### src/rtl/mf8_pcseq.sv
// mf8_pcseq: program-counter sequencer for the mf8 core.
// Chooses the next fetch address from return, call, absolute jump, relative
// jump and increment requests. Return addresses live in a small circular
// register stack. Depth and sticky overflow/underflow flags are reported
// to the status logic.
module mf8_pcseq #(
    parameter int                    PC_WIDTH     = 12,
    parameter int                    STACK_DEPTH  = 4,
    parameter logic [PC_WIDTH-1:0]   RESET_VECTOR = '0,
    localparam int                   DEPTH_W      = $clog2(STACK_DEPTH) + 1
) (
    input  logic                Clk,
    input  logic                Reset,
    input  logic                Pause,
    input  logic                RJmp,
    input  logic                AJmp,
    input  logic                Call,
    input  logic                Ret,
    input  logic                Flag_Clr,
    input  logic [PC_WIDTH-1:0] Offs_In,
    input  logic [PC_WIDTH-1:0] Abs_In,
    output logic [PC_WIDTH-1:0] NPC,
    output logic [PC_WIDTH-1:0] PC,
    output logic [PC_WIDTH-1:0] Top,
    output logic [DEPTH_W-1:0]  Depth,
    output logic                Stk_Ovf,
    output logic                Stk_Unf
);

    localparam int                 PTR_W     = $clog2(STACK_DEPTH);
    localparam logic [DEPTH_W-1:0] DEPTH_MAX = DEPTH_W'(STACK_DEPTH);

    // Architectural state
    logic [PC_WIDTH-1:0] pc_q, pc_d;
    logic [PTR_W-1:0]    wr_ptr_q, wr_ptr_d;
    logic [DEPTH_W-1:0]  depth_q, depth_d;
    logic                ovf_q, ovf_d;
    logic                unf_q, unf_d;
    logic [PC_WIDTH-1:0] stack_q [STACK_DEPTH];
    logic [PC_WIDTH-1:0] stack_d [STACK_DEPTH];

    // Derived values
    logic [PC_WIDTH-1:0] pc_inc;
    logic [PC_WIDTH-1:0] pc_rel;
    logic [PC_WIDTH-1:0] call_tgt;
    logic [PC_WIDTH-1:0] top_val;
    logic [PTR_W-1:0]    top_ptr;
    logic                stack_empty;
    logic                stack_full;
    logic                do_push;
    logic                do_pop;

    // Address arithmetic and stack occupancy decode.
    // The adders are PC_WIDTH wide, so wrap in both directions is implicit.
    always_comb begin
        pc_inc      = pc_q + PC_WIDTH'(1);
        pc_rel      = pc_q + Offs_In;
        call_tgt    = AJmp ? Abs_In : pc_rel;
        top_ptr     = wr_ptr_q - PTR_W'(1);
        stack_empty = (depth_q == '0);
        stack_full  = (depth_q == DEPTH_MAX);
        top_val     = stack_empty ? '0 : stack_q[top_ptr];
        // Ret dominates Call. A simultaneous Call is dropped entirely.
        do_pop      = Ret;
        do_push     = Call & ~Ret;
    end

    // Next-PC priority select: Ret, Call, AJmp, RJmp, then increment.
    // Pause only suppresses the increment.
    always_comb begin
        if (Ret) begin
            pc_d = stack_empty ? RESET_VECTOR : top_val;
        end else if (Call) begin
            pc_d = call_tgt;
        end else if (AJmp) begin
            pc_d = Abs_In;
        end else if (RJmp) begin
            pc_d = pc_rel;
        end else if (Pause) begin
            pc_d = pc_q;
        end else begin
            pc_d = pc_inc;
        end
    end

    // Return-stack pointer, occupancy and entry writes.
    // When the stack is full, a push overwrites the oldest slot. The write
    // pointer already addresses that slot because the buffer is circular.
    always_comb begin
        stack_d  = stack_q;
        wr_ptr_d = wr_ptr_q;
        depth_d  = depth_q;
        if (do_push) begin
            stack_d[wr_ptr_q] = pc_inc;
            wr_ptr_d          = wr_ptr_q + PTR_W'(1);
            if (!stack_full) begin
                depth_d = depth_q + DEPTH_W'(1);
            end
        end else if (do_pop && !stack_empty) begin
            wr_ptr_d = top_ptr;
            depth_d  = depth_q - DEPTH_W'(1);
        end
    end

    // Sticky error flags. A set event in the same cycle outranks Flag_Clr.
    always_comb begin
        ovf_d = (ovf_q & ~Flag_Clr) | (do_push & stack_full);
        unf_d = (unf_q & ~Flag_Clr) | (do_pop & stack_empty);
    end

    // State registers. Reset also zeroes the stack so that Top is
    // deterministic and no stale return address survives.
    always_ff @(posedge Clk or posedge Reset) begin
        if (Reset) begin
            pc_q     <= RESET_VECTOR;
            wr_ptr_q <= '0;
            depth_q  <= '0;
            ovf_q    <= 1'b0;
            unf_q    <= 1'b0;
            for (int i = 0; i < STACK_DEPTH; i++) begin
                stack_q[i] <= '0;
            end
        end else begin
            pc_q     <= pc_d;
            wr_ptr_q <= wr_ptr_d;
            depth_q  <= depth_d;
            ovf_q    <= ovf_d;
            unf_q    <= unf_d;
            for (int i = 0; i < STACK_DEPTH; i++) begin
                stack_q[i] <= stack_d[i];
            end
        end
    end

    // Output mapping
    always_comb begin
        NPC     = pc_d;
        PC      = pc_q;
        Top     = top_val;
        Depth   = depth_q;
        Stk_Ovf = ovf_q;
        Stk_Unf = unf_q;
    end

endmodule

### config.mk
export PLATFORM = sky130hd
export DESIGN_NAME = mf8_pcseq
export DESIGN_NICKNAME = d
export VERILOG_FILES = /design/src/rtl/mf8_pcseq.sv
export SDC_FILE = /design/constraint.sdc
export NUM_CORES = 1
export LEC_CHECK = 0
export CORE_MARGIN = 3
export CORE_UTILIZATION = 55
export CTS_CLUSTER_SIZE = 20
export DETAILED_ROUTE_END_ITERATION = 8
export GPL_TIMING_DRIVEN = 0
export PLACE_DENSITY = 0.91
export SKIP_CTS_REPAIR_TIMING = 1
export SYNTH_ARGS = -nofsm -noshare
export SYNTH_HDL_FRONTEND = slang
export SYNTH_SLANG_ARGS = --single-unit
### constraint.sdc
create_clock -name Clk -period 5.5 [get_ports Clk]
set_clock_uncertainty 0.15 [all_clocks]
set_input_delay 1.1 -clock Clk [delete_from_list [all_inputs] [get_ports Clk]]
set_output_delay 1.1 -clock Clk [all_outputs]
set_load 0.005 [all_outputs]
==> results.py, run 1 <==
metrics = {
    "outcome": {
        "status": "completed",
    },
    "min_path": {
        "hold_end": "stack_q[45]",
        "min_path_type": "flop to flop",
        "min_path_cells": 2,
        "min_from": "stack_q[45]",
    },
    "clock_tree": {
        "h-tree-depth": 3,
        "cts-root-buf": "clkbuf_8",
        "cts.sinks": 67,
        "clk_latency_ns": 0.35,
        "cts_tree": "yes",
        "clk_pin_slew_worst_paths_ns": 0.08,
        "clock_path_buffers": 2,
        "numCtsBuffers": 9,
    },
    "detailed_routing": {
        "drcViolationCount": 0,
        "routed_via_density": 6.131,
        "dr_total_vias": 3746,
        "wl_per_cell_um": 19.33,
        "first_iter_violations": 293,
        "final_antenna_net_count": 0,
        "drt-total-wl_um": 11810,
        "dr.pass1.iters": 5,
    },
    "critical_path": {
        "critPathMaxFanout": 3,
        "regToRegStartpoint": "wr_ptr_q[0]",
        "path_delay_family": "compound AO/OA/AOI/OAI gates",
        "max_stage_delay_ns": 0.55,
        "timing.critical_path.cells": "clkdlybuf4s50_1, ha_1, a211oi_1, nor2_1, o31ai_1, a21boi_0, xor2_1, a2bb2oi_1, clkdlybuf4s50_1",
        "reg2reg_depth": 9,
        "cpMostUsedCell": "clkdlybuf4s50_1",
        "cp.arrival_ns": 4.09,
        "criticalPathCategory": "input port to output port",
        "r2r_slack_ns": 2.49,
        "cp.depth": 9,
        "cp.required_ns": 4.25,
        "r2r_end": "PC[11]",
        "end_kind": "output port",
        "crit_path_start_kind": "input port",
        "slowest_stage": "clkdlybuf4s50_1",
        "critical_path_buf_inv_count": 2,
    },
    "pwr": {
        "power_density_mw_per_mm2": 597.5,
        "power.internal_uw": 1810,
        "total_switching_power_uw": 1231,
        "clock_power_share_pct": 13.8,
        "finalPower_uw": 3041,
        "swShare_pct": 40.48,
        "combPwrFrac_pct": 55.2,
        "leakagePower_uw": 0.002145,
        "p_seq_share_pct": 31.0,
        "peakVddDrop_uv": 289.1,
    },
    "yosys": {
        "synthTopCellsByArea": "dfrtp_1 41%, o21ai_0 7.5%, nand2_1 6.8%",
        "synth-edff-count": 0,
        "synth_cell_type_count": 55,
        "synth_ff_type": "dfrtp_1",
        "synth_area_mm2": 0.004046,
        "syn-num-nets": 479,
        "avgSynthCellArea_um2": 9.432,
        "yosysSeqAreaShare_pct": 41.43,
        "yosys_warnings": 0,
        "ys_ff_latch": 67,
        "syn_inst": 429,
        "async_flop_share_pct": 100.0,
        "synth_top_area_share_pct": 41.43,
        "yosys.area.top_type": "dfrtp_1",
    },
    "layout": {
        "fillers": 501,
        "final_core_util_pct": 73.28,
        "n_antenna_cell": 0,
        "drive_above_1_share_pct": 10.10,
        "area_growth_syn_to_layout_pct": 25.76,
        "layout.nets": 560,
    },
    "sta": {
        "final-setup-viol-count": 0,
        "timing.hold.ws_ns": 0.3371,
        "clock.fmax_mhz": 187.4,
        "finalHoldViolations": 0,
        "grt_setup_unrepaired": "false",
        "slew_headroom_pct": 53.25,
        "fin_ws_ns": 0.1628,
        "period_minus_slack_ns": 5.337,
        "drv_slew": 0,
        "period_share_pct": 97.04,
        "worst_pin_slew_ns": 0.6987,
        "tns_ns": 0,
    },
    "place": {
        "gp_congestion": 0.9486,
        "port_buffers": 69,
        "hpwl_um": 8548,
        "preCtsSetupSlack_ns": -0.08479,
    },
    "global_routing": {
        "grt_overflow_total": 0,
        "grt_max_degree": 45,
        "antenna_found_initial": 0,
        "grt_pass1_wl_um": 19380,
        "grt_usage_pct": 29.40,
        "grt_pass1_vias": 3828,
    },
    "floorplanning": {
        "ioPinCount": 73,
        "core_area_mm2": 0.006944,
        "die_h_um": 91.78,
        "design.die.area_mm2": 0.008423,
        "rows": 30,
        "die_w_um": 91.78,
        "start_util_pct": 58.27,
    },
    "run": {
        "drv_cap": 0,
    },
}
[synth_stat cells, types with 6 or more instances]
library cell  count
o21ai_0          61
a21oi_1          14
dfrtp_1          67
nor2_1           23
xnor2_1          17
nor2b_1          13
nand3_1           9
inv_1            15
clkbuf_1         16
ha_1             16
xor2_1            7
nor3_1            8
o31ai_1           6
nand2_1          73
a211oi_1          8
mux4_2           12
[state kept, by name, indices dropped and copies added, names as in the netlist]
register  flops
PC           12
Stk_Ovf       1
stack_q      48
Depth         3
Stk_Unf       1
wr_ptr_q      2
[per-layer routing]
layer,vias up,share of wire (%),global-route usage (%)
li1,1681,-,-
met1,1771,39,37.62
met2,247,48,48.27
met3,47,9.4,5.824
met4,0,2.8,13.49
met5,-,0,0
[cell families after synthesis]
logic type | synth area share, %
AO/OA/AOI/OAI | 16.91
flip-flops | 41.43
XOR/XNOR | 5.195
AND/OR/NAND/NOR | 18.21
adder cells (fa/ha/maj) | 5.937
buffers and inverters | 3.742
multiplexers | 8.565
[worst max path at each step]
| stage | from | endpoint | slack (ns) |
|---|---|---|---|
| 6_report | Offs_In[1] | NPC[7] | 0.16 |
| 2_1_floorplan | Offs_In[0] | NPC[10] | 1.22 |
| 3_3_place_gp | Offs_In[0] | NPC[10] | -0.05 |
| 5_1_grt | Offs_In[1] | NPC[7] | 0.09 |
| 3_5_place_dp | Offs_In[0] | NPC[10] | -0.08 |
| 4_1_cts | Offs_In[0] | NPC[10] | -0.09 |
[worst register-to-register path, delay by kind of cell (launching register included)]
| kind | cells | cell delay [ns] |
|---|---|---|
| buf+inv | 4 | 0.94 |
| flops | 1 | 0.40 |
| simple gates | 1 | 0.18 |
| mux | 1 | 0.35 |
| compound gates | 2 | 0.39 |
| fa+ha+maj | 1 | 0.46 |
[stage by stage]
| stage | cells | cell area, um^2 |
|---|---|---|
| 2_1_floorplan | 429 | 4046 |
| 3_3_place_gp | 594 | 4857 |
| 3_5_place_dp | 595 | 4877 |
| 4_1_cts | 611 | 5070 |
| 5_1_grt | 611 | 5089 |
| 6_report | 611 | 5089 |
[area by class of cell]
class | count | area (um^2) | area share [%]
tap | 96 | 120.1 | 2.360
clock inverter | 6 | 65.06 | 1.279
sequential | 67 | 1677 | 32.95
clock buffer | 10 | 127.6 | 2.508
multi-input combinational | 324 | 2235 | 43.91
timing repair buffer | 70 | 713.2 | 14.02
inverter | 15 | 56.30 | 1.106
buffer | 23 | 95.09 | 1.869
[placed cells by master, fill, tap and decap left out, types with 2 or more instances in the layout]
cell type        instances
nand4_1                  2
mux4_2                  12
ha_1                    16
nor3_1                   8
o311ai_0                 2
clkinv_2                 2
buf_2                    4
clkbuf_1                17
clkdlybuf4s50_1         68
or2_2                    4
xnor2_1                 17
a211oi_1                 8
nand2_1                 73
nand3_1                  9
mux2i_1                  2
fa_1                     2
buf_1                    2
nor2_1                  23
nor4_1                   2
a221oi_1                 2
inv_1                   14
a22oi_1                  3
o31ai_1                  5
nor2b_1                 13
nand2b_1                 4
and2b_1                  4
o21ai_0                 61
a21oi_1                 13
o21a_1                   2
mux2_2                   4
dfrtp_1                 67
clkbuf_8                 9
xor2_1                   7
[power groups by stage]
stage / Clock [uW] / Sequential, uW / Combinational, uW
detailed placement: 0 / 938 / 1640
global route: 443 / 965 / 1840
CTS: 419 / 933 / 1650
floorplan: 0 / 877 / 972
global placement: 0 / 916 / 1590
finish: 420 / 944 / 1680
Power figures use the tool's default switching activity.
==> run 2, diff against run 1 <==
--- a/config.mk
+++ b/config.mk
@@ -5,7 +5,7 @@
 export SDC_FILE = /design/constraint.sdc
 export NUM_CORES = 1
 export LEC_CHECK = 0
-export CORE_MARGIN = 3
+export CORE_MARGIN = 4
 export CORE_UTILIZATION = 55
 export CTS_CLUSTER_SIZE = 20
 export DETAILED_ROUTE_END_ITERATION = 8
==> results.py, run 2 (synthesis gave the netlist of run 1 again) <==
metrics = {
    "min_path": {
        "min_path_cells": 2,
        "hold_end": "stack_q[8]",
        "min_from": "stack_q[8]",
        "min_path_type": "flop to flop",
    },
    "layout": {
        "n_antenna_cell": 0,
        "layout.nets": 560,
        "largest_register_ffs": 48,
        "final-seq-area_mm2": 0.001677,
        "regMostFlops": "stack_q",
        "multi_input_area_mm2": 0.002232,
        "final_cell_mix": "73 x nand2_1, 68 x clkdlybuf4s50_1, 67 x dfrtp_1, 61 x o21ai_0, 23 x nor2_1",
        "drive_above_1_share_pct": 10.29,
        "area_growth_syn_to_layout_pct": 25.70,
        "finalNonFillerCells": 614,
        "fillers": 545,
        "final_common_cell": "nand2_1",
    },
    "pwr": {
        "peakVddDrop_uv": 260.8,
        "finalPower_uw": 3012,
        "total_switching_power_uw": 1225,
        "leakagePower_uw": 0.002139,
        "clock_power_share_pct": 13.1,
        "p_seq_share_pct": 31.2,
        "power_density_mw_per_mm2": 592.2,
        "swShare_pct": 40.67,
        "power.internal_uw": 1787,
        "combPwrFrac_pct": 55.7,
    },
    "critical_path": {
        "criticalPathCategory": "input port to output port",
        "r2r_end": "PC[10]",
        "crit_path_start_kind": "input port",
        "critPathMaxFanout": 4,
        "reg2reg_depth": 9,
        "end_kind": "output port",
        "r2r_slack_ns": 2.54,
        "cp.arrival_ns": 3.91,
        "regToRegStartpoint": "PC[0]",
        "cp.required_ns": 4.25,
    },
    "sta": {
        "final-setup-viol-count": 0,
        "period_share_pct": 93.85,
        "worst_pin_slew_ns": 0.7029,
        "period_minus_slack_ns": 5.162,
        "fin_ws_ns": 0.3384,
        "drv_slew": 0,
        "timing.hold.ws_ns": 0.3410,
        "clock.fmax_mhz": 193.7,
        "slew_headroom_pct": 52.97,
        "finalHoldViolations": 0,
        "grt_setup_unrepaired": "false",
    },
    "floorplanning": {
        "die_h_um": 93.78,
        "core_area_mm2": 0.007214,
        "start_util_pct": 56.09,
        "die_w_um": 93.78,
        "design.die.area_mm2": 0.008794,
        "rows": 31,
        "ioPinCount": 73,
    },
    "detailed_routing": {
        "dr.pass1.iters": 5,
        "drcViolationCount": 0,
        "routed_via_density": 5.961,
        "dr_total_vias": 3660,
        "first_iter_violations": 277,
        "wl_per_cell_um": 18.77,
        "final_antenna_net_count": 0,
        "drt-total-wl_um": 11520,
    },
    "clock_tree": {
        "clk_latency_ns": 0.36,
        "clk_pin_slew_worst_paths_ns": 0.08,
        "cts.sinks": 67,
        "h-tree-depth": 3,
        "numCtsBuffers": 9,
        "cts_tree": "yes",
        "cts-root-buf": "clkbuf_8",
        "clock_path_buffers": 2,
    },
    "place": {
        "preCtsSetupSlack_ns": -0.1095,
        "dp_cells": 598,
        "gp_congestion": 0.9807,
        "hpwl_um": 8680,
        "port_buffers": 69,
    },
    "global_routing": {
        "antenna_found_initial": 0,
        "grt_overflow_total": 0,
        "grt_pass1_vias": 3674,
        "grt_pass1_wl_um": 18860,
        "grt_max_degree": 46,
        "grt_usage_pct": 28.07,
    },
    "run": {
        "drv_cap": 0,
    },
    "outcome": {
        "status": "completed",
    },
}
-- run 2: changes by cell type in the layout (fill, tap and decap cells not counted), sizes merged --
| cell | previous run | this run |
|---|---|---|
| inv | 16 | 15 |
| bufinv | 1 | 0 |
| clkbuf | 26 | 27 |
| clkinvlp | 1 | 2 |
-- run 2: cell type report --
type	instances	area share, %
Timing Repair Buffer	70	14.02
Multi-Input combinational cell	324	43.89
Buffer	23	1.870
Sequential cell	67	32.96
Clock inverter	5	0.7380
Clock buffer	11	2.977
Inverter	15	1.107
Tap cell	99	2.435
-- run 2: worst max-delay path by stage --
stage                     startpoint  slack (ns)  cells after the start      end
after floorplan           Offs_In[0]        1.22                      9  NPC[10]
after global placement    Offs_In[0]       -0.12                     11  NPC[10]
after detailed placement  Offs_In[0]       -0.11                     11  NPC[10]
after CTS                 Offs_In[0]       -0.11                     11  NPC[10]
after global routing      Offs_In[5]        0.10                     10  NPC[11]
final                     Offs_In[0]        0.34                     11   NPC[8]
-- run 2: through the flow --
stage	util [%]	TNS, ns	instance area, um^2
5_1_grt	70.50	0	5086
6_report	70.50	0	5086
3_5_place_dp	67.66	-0.1095	4881
4_1_cts	70.27	-0.1077	5070
3_3_place_gp	67.38	-0.1161	4861
2_1_floorplan	-	0	4046
-- run 2: layer usage --
layer	global-route usage, %	wire length, um	vias up
li1	-	-	1681
met1	34.49	4554	1776
met2	47.43	5757	171
met3	5.929	880	32
met4	12.52	331	0
met5	0	0	-
-- run 2: worst max-delay path, stage by stage --
cell and delay [ns]:
clkdlybuf4s50_1 0.48, ha_1 0.19, inv_1 0.06, fa_1 0.37, nand2b_2 0.23, a21oi_4 0.23
o21ai_0 0.11, a21oi_1 0.17, xnor2_1 0.12, o221ai_1 0.28, clkdlybuf4s50_1 0.56
-- run 2: power groups by stage --
stage	clock network, uW	logic, uW	registers, uW
finish	394	1680	940
global route	419	1830	970
CTS	397	1660	933
detailed placement	0	1650	937
global placement	0	1600	914
floorplan	0	972	877
==> run 3, diff against run 2 <==
--- a/config.mk
+++ b/config.mk
@@ -5,12 +5,13 @@
 export SDC_FILE = /design/constraint.sdc
 export NUM_CORES = 1
 export LEC_CHECK = 0
+export ABC_AREA = 1
 export CORE_MARGIN = 4
 export CORE_UTILIZATION = 55
 export CTS_CLUSTER_SIZE = 20
 export DETAILED_ROUTE_END_ITERATION = 8
 export GPL_TIMING_DRIVEN = 0
-export PLACE_DENSITY = 0.91
+export PLACE_DENSITY = 0.9
 export SKIP_CTS_REPAIR_TIMING = 1
 export SYNTH_ARGS = -nofsm -noshare
 export SYNTH_HDL_FRONTEND = slang
==> results.py, run 3 <==
metrics = {
    "pwr": {
        "power_density_mw_per_mm2": 622.9,
        "leakagePower_uw": 0.002675,
        "peakVddDrop_uv": 379.1,
    },
    "critical_path": {
        "r2r_slack_ns": 3.07,
        "crit_path_start_kind": "input port",
        "criticalPathCategory": "input port to output port",
        "path_delay_family": "buffers and inverters",
        "reg2reg_depth": 9,
        "timing.critical_path.cells": "clkdlybuf4s50_1, ha_1, inv_1, fa_1, nor2_1, nor2_1, inv_1, o21ai_0, a21oi_1, nor2_1, o22ai_1, clkdlybuf4s50_1",
        "r2r_end": "PC[7]",
        "cpMostUsedCell": "nor2_1",
        "regToRegStartpoint": "wr_ptr_q[0]",
        "end_kind": "output port",
        "max_stage_delay_ns": 0.56,
        "cp-startpoint": "Offs_In[0]",
        "cp.arrival_ns": 3.58,
        "slowest_stage": "clkdlybuf4s50_1",
        "cp.required_ns": 4.25,
        "critPathMaxFanout": 3,
        "critical_path_buf_inv_count": 4,
    },
    "yosys": {
        "synth_ff_type": "dfrtp_1",
        "synth_cell_type_count": 35,
        "synthTopCellsByArea": "dfrtp_1 39%, nand2_1 17%, o21ai_0 6.7%",
        "yosys_warnings": 0,
        "synth_top_area_share_pct": 39.14,
        "synth_common_cells": "195 x nand2_1, 67 x dfrtp_1, 66 x inv_1",
        "yosysSeqAreaShare_pct": 39.14,
        "synth_most_common_cell": "nand2_1",
        "syn-num-nets": 656,
        "syn_inst": 606,
        "avgSynthCellArea_um2": 7.069,
        "yosys.area.top_type": "dfrtp_1",
        "ys_ff_latch": 67,
        "synth-edff-count": 0,
        "synth_area_mm2": 0.004284,
        "async_flop_share_pct": 100.0,
    },
    "layout": {
        "finalNonFillerCells": 791,
        "stdcell_area_mm2": 0.005326,
        "area_growth_syn_to_layout_pct": 24.33,
        "largest_register_ffs": 48,
        "final_common_cell": "nand2_1",
        "drive_above_1_share_pct": 7.803,
        "multi_input_area_mm2": 0.002226,
        "final-seq-area_mm2": 0.001677,
        "n_antenna_cell": 0,
        "regMostFlops": "stack_q",
        "layout.nets": 738,
        "fillers": 589,
        "final_cell_mix": "195 x nand2_1, 70 x clkdlybuf4s50_1, 67 x dfrtp_1, 65 x inv_1, 57 x o21ai_0",
    },
    "floorplanning": {
        "start_util_pct": 57.83,
        "die_w_um": 96.26,
        "die_h_um": 96.26,
        "rows": 31,
        "design.die.area_mm2": 0.009265,
        "core_area_mm2": 0.007408,
        "ioPinCount": 73,
    },
    "min_path": {
        "min_path_cells": 2,
        "hold_end": "stack_q[9]",
        "min_path_type": "flop to flop",
        "min_from": "stack_q[9]",
    },
    "detailed_routing": {
        "final_antenna_net_count": 0,
        "wl_per_cell_um": 15.90,
        "drt-total-wl_um": 12570,
        "drcViolationCount": 0,
        "dr_total_vias": 4440,
        "first_iter_violations": 485,
        "dr.pass1.iters": 7,
        "routed_via_density": 5.613,
    },
    "clock_tree": {
        "clock_path_buffers": 2,
        "h-tree-depth": 3,
        "cts.sinks": 67,
        "cts-root-buf": "clkbuf_8",
        "cts_tree": "yes",
        "numCtsBuffers": 9,
        "clk_latency_ns": 0.34,
        "clk_pin_slew_worst_paths_ns": 0.07,
    },
    "sta": {
        "period_minus_slack_ns": 4.830,
        "clock.fmax_mhz": 207.1,
        "grt_setup_unrepaired": "false",
        "tns_ns": 0,
        "finalHoldViolations": 0,
        "drv_slew": 0,
        "final-setup-viol-count": 0,
        "period_share_pct": 87.81,
        "worst_pin_slew_ns": 0.5875,
        "slew_headroom_pct": 60.78,
    },
    "global_routing": {
        "grt_pass1_wl_um": 20120,
        "grt_usage_pct": 28.45,
        "grt_max_degree": 43,
        "grt_overflow_total": 0,
        "grt_pass1_vias": 4421,
        "antenna_found_initial": 0,
    },
    "place": {
        "dpl_cell_area_mm2": 0.005129,
        "gp_congestion": 0.9210,
        "dp_cells": 776,
        "hpwl_um": 9524,
        "port_buffers": 70,
    },
    "outcome": {
        "status": "completed",
    },
    "run": {
        "drv_cap": 0,
    },
}
-- run 3: kinds of logic (layout without fill, tap and decap cells) --
family	count (synthesis)	in the layout	synth area share, %
simple gates	293	293	28.36
compound gates	123	123	15.63
buf+inv	95	181	8.908
flops	67	67	39.14
fa+ha+maj	18	18	5.607
xor+xnor	9	9	2.015
mux	1	1	0.3504
-- run 3: through the flow --
stage               total power, uW  hold slack (ns)  utilization (%)  setup slack, ns
detailed placement             2869           0.3130            69.23           0.6850
finish                         3318           0.3379            71.90           0.6705
global route                   3584           0.3565            71.90           0.5539
CTS                            3286           0.3373            71.90           0.6755
floorplan                      2001           0.2937                -            1.906
global placement               2801           0.3066            68.96           0.7073
-- run 3: metal layers --
layer	part of all wire (%)	GRT usage (%)	vias up
li1	-	-	2112
met3	7.2	5.160	43
met5	0	0	-
met2	49	47.21	237
met4	3.9	13.51	0
met1	40	35.74	2048
-- run 3: how the worst max path moves through the flow --
stage / endpoint / slack (ns) / cells past startpoint
5_1_grt: NPC[4] / 0.55 / 12
3_5_place_dp: NPC[4] / 0.69 / 12
6_report: NPC[4] / 0.67 / 12
2_1_floorplan: NPC[8] / 1.91 / 14
4_1_cts: NPC[4] / 0.68 / 12
3_3_place_gp: NPC[4] / 0.71 / 12
-- run 3: layout make-up --
type                            instances  area share [%]
Buffer                                 22           2.020
Inverter                               73           5.144
Timing Repair Buffer                   71           13.53
Clock inverter                          1         0.09396
Tap cell                               99           2.326
Multi-Input combinational cell        444           41.79
Clock buffer                           14           3.618
Sequential cell                        67           31.48
-- run 3: power breakdown --
| part | total [uW] | leakage [uW] | internal, uW | switching (uW) |
|---|---|---|---|---|
| sequential | 914 | 0.000842 | 717 | 196 |
| combinational | 2000 | 0.00173 | 889 | 1110 |
| clock | 401 | 0.000105 | 222 | 179 |
| total | 3320 | 0.00267 | 1830 | 1490 |
-- run 3: worst register-to-register path, cell delays in order (launching register included) --
cell      delay, ns
dfrtp_1        0.43
inv_2          0.09
buf_2          0.28
ha_1           0.37
inv_2          0.10
buf_2          0.26
a21oi_1        0.07
a221oi_1       0.42
nand2_1        0.09
nand2_1        0.11
